## src/rtl/ex_muldiv_unit.sv

```systemverilog
// ex_muldiv_unit: iterative RV32M multiply/divide unit in the EX stage.
// The FSM runs IDLE -> CALC -> FIX -> DONE. CALC retires one bit per edge:
// shift-add for multiplies, restoring division for divides.
// Divide-by-zero and signed overflow are resolved when the op starts.
// Optional feature macro: FAST_MUL_EN. When defined, multiplies use a
// single-cycle 33x33 signed multiplier and skip CALC/FIX.
module ex_muldiv_unit #(
  parameter int XLEN  = 32,
  parameter int CNT_W = 5
) (
  input  logic            clk,
  input  logic            rst,
  input  logic            start,
  input  logic [2:0]      funct3,
  input  logic [XLEN-1:0] rs1_data,
  input  logic [XLEN-1:0] rs2_data,
  input  logic            stop,
  input  logic            flush,
  output logic            busy,
  output logic            done,
  output logic [XLEN-1:0] result
);

  typedef enum logic [1:0] {S_IDLE, S_CALC, S_FIX, S_DONE} state_t;

  localparam logic [XLEN-1:0] MIN_NEG = {1'b1, {(XLEN-1){1'b0}}};

  state_t            state_q, state_d;
  logic [CNT_W-1:0]  cnt_q, cnt_d;
  logic [2*XLEN-1:0] acc_q, acc_d;
  logic [XLEN-1:0]   opb_q, opb_d;
  logic [2:0]        f3_q, f3_d;
  logic              neg_q, neg_d;
  logic [XLEN-1:0]   result_q, result_d;
  logic              done_q, done_d;
  logic              busy_q, busy_d;

  // Operand decode for a new request: signedness, magnitudes, special cases.
  logic            is_div, sg1, sg2, s1, s2, div_zero, div_ovf, neg_start;
  logic [XLEN-1:0] mag1, mag2, spec_res;

  assign is_div    = funct3[2];
  assign sg1       = is_div ? ~funct3[0] : (funct3[0] ^ funct3[1]);
  assign sg2       = is_div ? ~funct3[0] : (funct3 == 3'd1);
  assign s1        = sg1 & rs1_data[XLEN-1];
  assign s2        = sg2 & rs2_data[XLEN-1];
  assign mag1      = s1 ? -rs1_data : rs1_data;
  assign mag2      = s2 ? -rs2_data : rs2_data;
  // Remainder follows the dividend; quotient and product follow sign xor.
  assign neg_start = (is_div & funct3[1]) ? s1 : (s1 ^ s2);
  assign div_zero  = is_div & (rs2_data == '0);
  assign div_ovf   = is_div & ~funct3[0] & (rs1_data == MIN_NEG) & (rs2_data == '1);
  assign spec_res  = div_zero ? (funct3[1] ? rs1_data : '1)
                              : (funct3[1] ? '0 : MIN_NEG);

`ifdef FAST_MUL_EN
  // Single-cycle signed multiply; unsigned operands zero-extend, signed ones sign-extend.
  logic [2*XLEN-1:0] fa, fb, fprod;
  logic [XLEN-1:0]   fast_res;
  assign fa       = {{XLEN{s1}}, rs1_data};
  assign fb       = {{XLEN{s2}}, rs2_data};
  assign fprod    = fa * fb;
  assign fast_res = (funct3[1:0] == 2'd0) ? fprod[XLEN-1:0] : fprod[2*XLEN-1:XLEN];
`endif

  // One iteration: shift-add multiply or restoring-divide step.
  logic [XLEN:0]     add_sum, trial;
  logic [2*XLEN-1:0] step;
  always_comb begin
    add_sum = {1'b0, acc_q[2*XLEN-1:XLEN]} + (acc_q[0] ? {1'b0, opb_q} : '0);
    trial   = acc_q[2*XLEN-1:XLEN-1] - {1'b0, opb_q};
    step    = {add_sum, acc_q[XLEN-1:1]};
    if (f3_q[2]) begin
      step = trial[XLEN] ? {acc_q[2*XLEN-2:0], 1'b0}
                         : {trial[XLEN-1:0], acc_q[XLEN-2:0], 1'b1};
    end
  end

  // Sign fix-up and word select once the magnitude result is complete.
  logic [2*XLEN-1:0] prod_s;
  logic [XLEN-1:0]   quo_s, rem_s, fix_res;
  always_comb begin
    prod_s  = neg_q ? -acc_q : acc_q;
    quo_s   = neg_q ? -acc_q[XLEN-1:0] : acc_q[XLEN-1:0];
    rem_s   = neg_q ? -acc_q[2*XLEN-1:XLEN] : acc_q[2*XLEN-1:XLEN];
    fix_res = (f3_q[1:0] == 2'd0) ? prod_s[XLEN-1:0] : prod_s[2*XLEN-1:XLEN];
    if (f3_q[2]) fix_res = f3_q[1] ? rem_s : quo_s;
  end

  // Next-state logic: stop holds all state, flush aborts, then normal flow.
  always_comb begin
    state_d  = state_q;
    cnt_d    = cnt_q;
    acc_d    = acc_q;
    opb_d    = opb_q;
    f3_d     = f3_q;
    neg_d    = neg_q;
    result_d = result_q;
    done_d   = done_q;
    if (stop) begin
      state_d = state_q;
    end else if (flush) begin
      state_d = S_IDLE;
      done_d  = 1'b0;
    end else begin
      case (state_q)
        S_IDLE, S_DONE: begin
          done_d  = 1'b0;
          state_d = S_IDLE;
          if (start) begin
            f3_d  = funct3;
            neg_d = neg_start;
            cnt_d = '0;
            acc_d = {{XLEN{1'b0}}, is_div ? mag1 : mag2};
            opb_d = is_div ? mag2 : mag1;
            if (div_zero || div_ovf) begin
              result_d = spec_res;
              done_d   = 1'b1;
              state_d  = S_DONE;
            end
`ifdef FAST_MUL_EN
            else if (!is_div) begin
              result_d = fast_res;
              done_d   = 1'b1;
              state_d  = S_DONE;
            end
`endif
            else begin
              state_d = S_CALC;
            end
          end
        end
        S_CALC: begin
          acc_d = step;
          cnt_d = cnt_q + 1'b1;
          if (cnt_q == CNT_W'(XLEN-1)) state_d = S_FIX;
        end
        S_FIX: begin
          result_d = fix_res;
          done_d   = 1'b1;
          state_d  = S_DONE;
        end
        default: state_d = S_IDLE;
      endcase
    end
    busy_d = (state_d == S_CALC) || (state_d == S_FIX);
  end

  // State and output registers.
  always_ff @(posedge clk or posedge rst) begin
    if (rst) begin
      state_q  <= S_IDLE;
      cnt_q    <= '0;
      acc_q    <= '0;
      opb_q    <= '0;
      f3_q     <= '0;
      neg_q    <= 1'b0;
      result_q <= '0;
      done_q   <= 1'b0;
      busy_q   <= 1'b0;
    end else begin
      state_q  <= state_d;
      cnt_q    <= cnt_d;
      acc_q    <= acc_d;
      opb_q    <= opb_d;
      f3_q     <= f3_d;
      neg_q    <= neg_d;
      result_q <= result_d;
      done_q   <= done_d;
      busy_q   <= busy_d;
    end
  end

  assign busy   = busy_q;
  assign done   = done_q;
  assign result = result_q;

endmodule

```

## config.mk

```make
export PLATFORM = sky130hd
export DESIGN_NAME = ex_muldiv_unit
export DESIGN_NICKNAME = d
export VERILOG_FILES = /design/src/rtl/ex_muldiv_unit.sv
export SDC_FILE = /design/constraint.sdc
export NUM_CORES = 1
export LEC_CHECK = 0
export ABC_AREA = 1
export CORE_UTILIZATION = 40
export CTS_CLUSTER_SIZE = 25
export DETAILED_ROUTE_END_ITERATION = 8
export SLEW_MARGIN = 5
export SYNTH_ARGS = -nofsm -noshare
export SYNTH_HDL_FRONTEND = slang
export SYNTH_SLANG_ARGS = --single-unit
```

## constraint.sdc

```tcl
create_clock -name clk -period 5.9 [get_ports clk]
set_input_delay 1.18 -clock clk [delete_from_list [all_inputs] [get_ports clk]]
set_output_delay 1.18 -clock clk [all_outputs]
set_load 0.01 [all_outputs]
```

==> flow_metrics.tcl, run 1 <==
set metrics [dict create \
    gp_congestion 1.03 \
    yosysSeqAreaShare 0.203 \
    ctsRootBufferMaster "clkbuf_16" \
    cpLargestDelayFamily "buffers and inverters" \
    seq_power_share 0.207 \
    synthSimpleGateAreaFrac 0.398 \
    dieArea_sq_um 44200 \
    clk_path_buf_depth 2 \
    grt_usage 0.386 \
    rrSetupSlack_ns 2.15 \
    tns_ns 0 \
    vdd_ir_drop_max_mv 0.272 \
    critPathRequiredTime_ns 6.31 \
    slowest_delay_ns 0.96 \
    rsz0062_at_grt "false" \
    wl_um 85300 \
    num-nets-final 3216 \
    yosysTopAreaCell "dfrtp_1" \
    synth_edf_count 0 \
    yosysWarnings 0 \
    critPathKind "in -> reg" \
    ant_nets 0 \
    htree_levels 4 \
    core_area_sq_um 42300 \
    syn-num-nets 3180 \
    path_common_cell "inv_1" \
    setup_viol_count_final 0 \
    portBuffers 105 \
    ys_types 54 \
    finalCritPeriodShare 0.709 \
    final_hold_viol_count 0 \
    dr.first_iter.drc_count 2360 \
    worstPathCellList "clkdlybuf4s50_1 > inv_1 > ha_1 > o21ai_1 > inv_1 > nand2_1 > inv_2 > o21ai_0 > xor2_1 > inv_1 > o21ai_1 > nand2_1 > a31oi_1" \
    grt_pass1_vias 19500 \
    grt_pass1_wl_um 126000 \
    rr_worst_depth 18 \
    synth_top_family_by_area "simple AND/OR/NAND/NOR gates" \
    wl_per_cell_um 23.3 \
    cp.depth 13 \
    clock.fmax_mhz 239 \
    maxCapViolations 0 \
    syn_to_final_growth_pct 11.6 \
    vias_per_cell 5.74 \
    ys.flop_type "dfrtp_1" \
    cp-end-kind "flip-flop" \
    cts_hold_buf 0 \
    clock_latency_ns 0.49 \
    syn_area_sq_um 17300 \
    fin_skew_ns 0.0143 \
    ys_async_sr_fraction 1.00 \
    final_util 0.458 \
    synth_adder_area_share 0.0557 \
    grt_max_degree 71 \
    critPathArrivalTime_ns 4.60 \
    slew_violations 0 \
    clkPwrFrac 0.098 \
    postSynthCellCount 3032 \
    startpoint "funct3[1]" \
    power_switching_mw 6.94 \
    clkTransAtPathRegs_ns 0.07 \
    drcViolationCount 0 \
    sw_frac_of_total 0.613 \
    antenna_found_initial 0 \
    vias 21000 \
    fp.dieW_um 210 \
    max_slew.worst_pin.slew_ns 1.09 \
    intPower_mw 4.39 \
    cts_setup_buffers 0 \
    die_h_um 210 \
    crit_fanout 28 \
    slowest_stage "clkdlybuf4s50_1" \
    start_kind "input pin" \
    yosysTopAreaCellShare 0.203 \
    powerDensity_nw_per_um2 585 \
    fp-row-count 75 \
    p_comb_frac 0.695 \
    pin_count 106 \
    dp_hpwl_um 68200 \
    synth_compound_area_frac 0.178 \
    numCtsBuffers 17 \
    outcome "finished, final reports clean" \
    numClockSinks 141 \
    muxShareOfSynthArea 0.000577 \
    cts_resized 0 \
    synth.area.top_cells "dfrtp_1, nand2_1, nand3_1" \
    fin_crit_ns 4.18 \
    cts_tree "built" \
    synth_xor_area_frac 0.0470 \
    initial_core_util 0.410 \
    drtPass1Iterations 6 \
    overflow 0 \
    hp-class "reg -> reg" \
    syn_area_per_cell_sq_um 5.72 \
    r2r_start "acc_q[31]" \
    cellLeakagePower_nw 9.94 \
    fillers 4703 \
    path_buf_inv 5 \
    timing.rr.end "acc_q[58]" \
    crit_end "acc_q[7]" \
    ys_ff_latch 141 \
    drive_gt1_frac 0.0347 \
    slew_headroom 0.273 \
]
[worst register-to-register path, cell delays in order (launching register included)]
cell and delay [ns]:
dfrtp_1 0.55, inv_1 0.18, ha_1 0.26, fa_1 0.40, nand3b_1 0.17, nand2_1 0.12
nand3_1 0.09, nand2_1 0.13, nand2_1 0.07, nand2_1 0.17, nand2_1 0.12, nand2_1 0.10
nand2_1 0.06, nand2_2 0.51, nand2_1 0.28, nand2_1 0.20, nand2_1 0.07, nand3_1 0.09
nand2_1 0.05
[sequential cells by signal, summed over array words and instances (netlist names)]
register,flops
f3_q,3
state_q,2
done,1
opb_q,32
acc_q,64
busy,1
result,32
neg_q,1
cnt_q,5
[stage by stage]
stage	std cells	worst slack [ns]	hold WS (ns)	total power, mW	area, sq um
after floorplan	3032	0.939	0.473	7.16	17300
after global placement	3626	1.29	0.467	9.86	18800
after detailed placement	3626	1.28	0.474	9.87	18800
after CTS	3658	1.79	0.493	11.0	19400
after global routing	3658	1.47	0.516	12.2	19400
final	3659	1.72	0.493	11.3	19400
[worst min-delay path by stage]
| stage | start | end | slack [ns] | depth (start not counted) |
|---|---|---|---|---|
| 3_5_place_dp | result[11] | result[11] | 0.47 | 2 |
| 5_1_grt | result[7] | result[7] | 0.52 | 2 |
| 6_report | result[1] | result[1] | 0.49 | 2 |
| 3_3_place_gp | result[13] | result[13] | 0.47 | 2 |
| 2_1_floorplan | cnt_q[4] | cnt_q[4] | 0.47 | 1 |
| 4_1_cts | result[11] | result[11] | 0.49 | 2 |
[routing by layer]
metal,part of all wire,track usage,vias to the layer above
met5,0,0,-
met2,0.43,0.589,1148
met1,0.43,0.525,9775
li1,-,-,9913
met4,0.043,0.166,0
met3,0.10,0.0831,170
[logic make-up after synthesis]
kind of cell / Yosys count
xor gates and xnor gates: 93
DFF: 141
and+or+nand+nor: 1663
AOI/OAI and AO/OA: 543
adders and majority gates: 76
buffers and inverters: 515
muxes: 1
[cell type report]
class / instances / area (sq um) / share of cell area
clock inverter: 15 / 153 / 0.00788
inverter: 405 / 1530 / 0.0788
antenna: 1 / 2.50 / 0.000129
timing repair buffer: 127 / 1220 / 0.0628
clock buffer: 17 / 425 / 0.0220
multi-input combinational: 2376 / 11800 / 0.609
tap: 577 / 722 / 0.0373
sequential: 141 / 3530 / 0.182
[placed cells by master, fill, tap and decap left out, drive strengths merged, types with 3 or more instances in the layout]
cell type / netlist / layout
clkbuf: 60 / 17
buf: 50 / 22
o21bai: 6 / 6
o221ai: 22 / 22
clkdlybuf4s50: 0 / 105
a22oi: 10 / 10
nor4: 14 / 14
inv: 402 / 411
o21a: 5 / 5
xor2: 77 / 77
nor3: 19 / 19
or2: 13 / 13
a21oi: 212 / 212
a21boi: 19 / 19
o22ai: 3 / 3
dfrtp: 141 / 141
o21ai: 200 / 200
a31oi: 21 / 21
nor2: 358 / 358
nand4: 36 / 36
xnor2: 16 / 16
o2111ai: 3 / 3
nand3b: 9 / 9
o211ai: 22 / 22
clkinv: 3 / 8
a21o: 9 / 9
o31ai: 4 / 4
ha: 74 / 74
nand2: 910 / 910
nand3: 299 / 299
[power by group through the flow]
stage	Sequential, mW	Combinational [mW]	Clock [mW]
3_3_place_gp	2.31	7.55	0
4_1_cts	2.28	7.61	1.11
6_report	2.34	7.87	1.11
2_1_floorplan	1.75	5.41	0
5_1_grt	2.34	8.67	1.15
3_5_place_dp	2.30	7.57	0
[cell usage after synthesis (3+ instances only)]
library cell	count
a21boi_0	3
a21boi_1	11
a21boi_2	5
a21o_1	9
a21oi_1	211
a22oi_1	10
a31oi_1	21
buf_1	13
buf_2	27
buf_6	8
clkbuf_1	60
clkinv_1	3
dfrtp_1	141
ha_1	74
inv_1	391
inv_2	11
nand2_1	905
nand2_2	5
nand3_1	295
nand3_2	4
nand3b_1	9
nand4_1	36
nor2_1	349
nor2_2	9
nor3_1	18
nor4_1	14
o2111ai_1	3
o211ai_1	22
o21a_1	5
o21ai_0	185
o21ai_1	14
o21bai_1	6
o221ai_1	22
o22ai_1	3
o31ai_1	4
or2_2	12
xnor2_1	16
xor2_1	77
(Power assumes the default switching activity.)
==> run 2: changes to the inputs <==
==> constraint.sdc (replaced) <==
create_clock -name clk -period 3.48 [get_ports clk]
set_input_delay 0.696 -clock clk [delete_from_list [all_inputs] [get_ports clk]]
set_output_delay 0.696 -clock clk [all_outputs]
set_load 0.01 [all_outputs]
==> run 2 against run 1 <==
Net effect:
- worst setup slack lost 1.4 ns
- wire length fell by 1.8%
- total power rose by 73%
- highest routed layer is now met5
- largest power group unchanged
- critical endpoint is now acc_q[44]
- sequential share of layout area fell by 0.61 points
- largest cell class unchanged
- clock skew down 0.0010 ns
- worst hold slack improved by 0.018 ns
- first-iteration DRC count up 18%
- sequential power rose by 49%
- clock power grew 77%
- global-route usage fell by 1.0 points
==> flow_metrics.tcl, run 2 (synthesized netlist as in run 1, its figures left out) <==
set metrics [dict create \
    outcome "finished, final reports clean" \
    critPathArrivalTime_ns 3.51 \
    clock_latency_ns 0.45 \
    fp-row-count 75 \
    wl_um 83700 \
    fin_crit_ns 3.19 \
    clk_path_buf_depth 2 \
    stdcell_count 3730 \
    clkPwrFrac 0.100 \
    seq_power_share 0.178 \
    critPathKind "reg -> reg" \
    cts_hold_buf 0 \
    overflow 0 \
    setup_viol_count_final 0 \
    initial_core_util 0.410 \
    rsz0062_at_grt "false" \
    finalCritPeriodShare 0.916 \
    clkTransAtPathRegs_ns 0.07 \
    grt_pass1_vias 19300 \
    grt_max_degree 57 \
    final_area_sq_um 20000 \
    final_common_cell "nand2_1" \
    numClockSinks 141 \
    powerDensity_nw_per_um2 981 \
    drtPass1Iterations 6 \
    startpoint "acc_q[31]" \
    cp-end-kind "flip-flop" \
    die_h_um 210 \
    portBuffers 105 \
    cts_tree "built" \
    htree_levels 4 \
    grt_usage 0.376 \
    largest_reg_flops 64 \
    final_cell_mix "nand2_1, inv_1, nor2_1, nand3_1, a21oi_1" \
    power_switching_mw 11.7 \
    clock.fmax_mhz 314 \
    vias_per_cell 5.70 \
    ant_nets 0 \
    core_area_sq_um 42300 \
    rrSetupSlack_ns 0.29 \
    numCtsBuffers 17 \
    slew_headroom 0.342 \
    fin_skew_ns 0.0133 \
    drcViolationCount 0 \
    timing.rr.end "acc_q[44]" \
    pin_count 106 \
    regMostFlops "acc_q" \
    slew_violations 0 \
    num_antenna_cells 0 \
    final_hold_viol_count 0 \
    finalPower_mw 19.7 \
    vdd_ir_drop_max_mv 0.433 \
    dieArea_sq_um 44200 \
    r2r_start "acc_q[31]" \
    drive_gt1_frac 0.0565 \
    crit_fanout 19 \
    dpl.cell_count 3698 \
    postPlaceCellArea_sq_um 19400 \
    antenna_found_initial 3 \
    p_comb_frac 0.722 \
    hp-class "reg -> reg" \
    tns_ns 0 \
    cellLeakagePower_nw 10.3 \
    num-nets-final 3288 \
    fp.dieW_um 210 \
    maxCapViolations 0 \
    vias 21300 \
    grt_pass1_wl_um 123000 \
    dr.first_iter.drc_count 2784 \
    setup_ws_ns 0.293 \
    place_ws_ns -0.0266 \
    rr_worst_depth 16 \
    dp_hpwl_um 68800 \
    max_slew.worst_pin.slew_ns 0.986 \
    critPathRequiredTime_ns 3.81 \
    ctsRootBufferMaster "clkbuf_16" \
    gp_congestion 1.03 \
    syn_to_final_growth_pct 15.6 \
    intPower_mw 7.98 \
    sw_frac_of_total 0.594 \
    crit_end "acc_q[44]" \
    wl_per_cell_um 22.4 \
    start_kind "flip-flop" \
]
## run 2: changes by cell type in the layout (fill, tap and decap cells not counted), sizes merged
cell / delta
clkinvlp: +3
clkbuf: +3
inv: -7
buf: +72
diode: -1
bufinv: +3
clkinv: -2
## run 2: stage by stage
| step | hold slack, ns | utilization |
|---|---|---|
| 4_1_cts | 0.519 | 0.473 |
| 5_1_grt | 0.532 | 0.474 |
| 2_1_floorplan | 0.473 | - |
| 3_5_place_dp | 0.502 | 0.459 |
| 6_report | 0.511 | 0.474 |
| 3_3_place_gp | 0.492 | 0.459 |
## run 2: routing by layer
metal | track usage | up-vias | routed length, um
met5 | 0 | - | 23
met4 | 0.155 | 4 | 3680
met3 | 0.0767 | 159 | 8870
met2 | 0.555 | 1136 | 35000
met1 | 0.530 | 9913 | 36200
li1 | - | 10100 | -
## run 2: power by group through the flow
stage | Clock, mW | Combinational, mW | Sequential [mW]
finish | 1.96 | 14.2 | 3.49
floorplan | 0 | 9.18 | 2.96
global route | 2.04 | 15.5 | 3.53
CTS | 1.98 | 13.7 | 3.43
global placement | 0 | 13.6 | 3.45
detailed placement | 0 | 13.7 | 3.44
## run 2: layout make-up
type                            count  area (sq um)
Fill cell                        4613         22300
Multi-Input combinational cell   2376         11800
Sequential cell                   141          3530
Timing Repair Buffer              199          1860
Inverter                          405          1520
Tap cell                          577           722
Clock buffer                       20           447
Clock inverter                     12           161
## run 2: worst min-delay path by stage
| stage | start | to | cells after the start |
|---|---|---|---|
| 6_report | result[10] | result[10] | 2 |
| 3_3_place_gp | cnt_q[4] | cnt_q[4] | 1 |
| 2_1_floorplan | cnt_q[4] | cnt_q[4] | 1 |
| 5_1_grt | result[1] | result[1] | 2 |
| 3_5_place_dp | result[10] | result[10] | 2 |
| 4_1_cts | result[10] | result[10] | 2 |
## run 2: critical path, cell delays in order (launching register included)
cell	delay, ns
dfrtp_2	0.50
inv_1	0.16
ha_1	0.25
fa_1	0.41
nand3b_1	0.17
nand2_1	0.13
nand3_1	0.08
nand2_1	0.13
nand2_1	0.07
nand2_1	0.14
nand2_1	0.11
nand2_1	0.09
nand2_1	0.09
nand2_4	0.23
nand2_1	0.22
nor2_1	0.15
o21ai_0	0.11
## run 2: what timing repair did
item	in CTS	in global routing
setup endpoints to repair	2	29
hold endpoints to repair	0	0
setup buffers	0	0
resized for setup	1	2
gates cloned	0	0
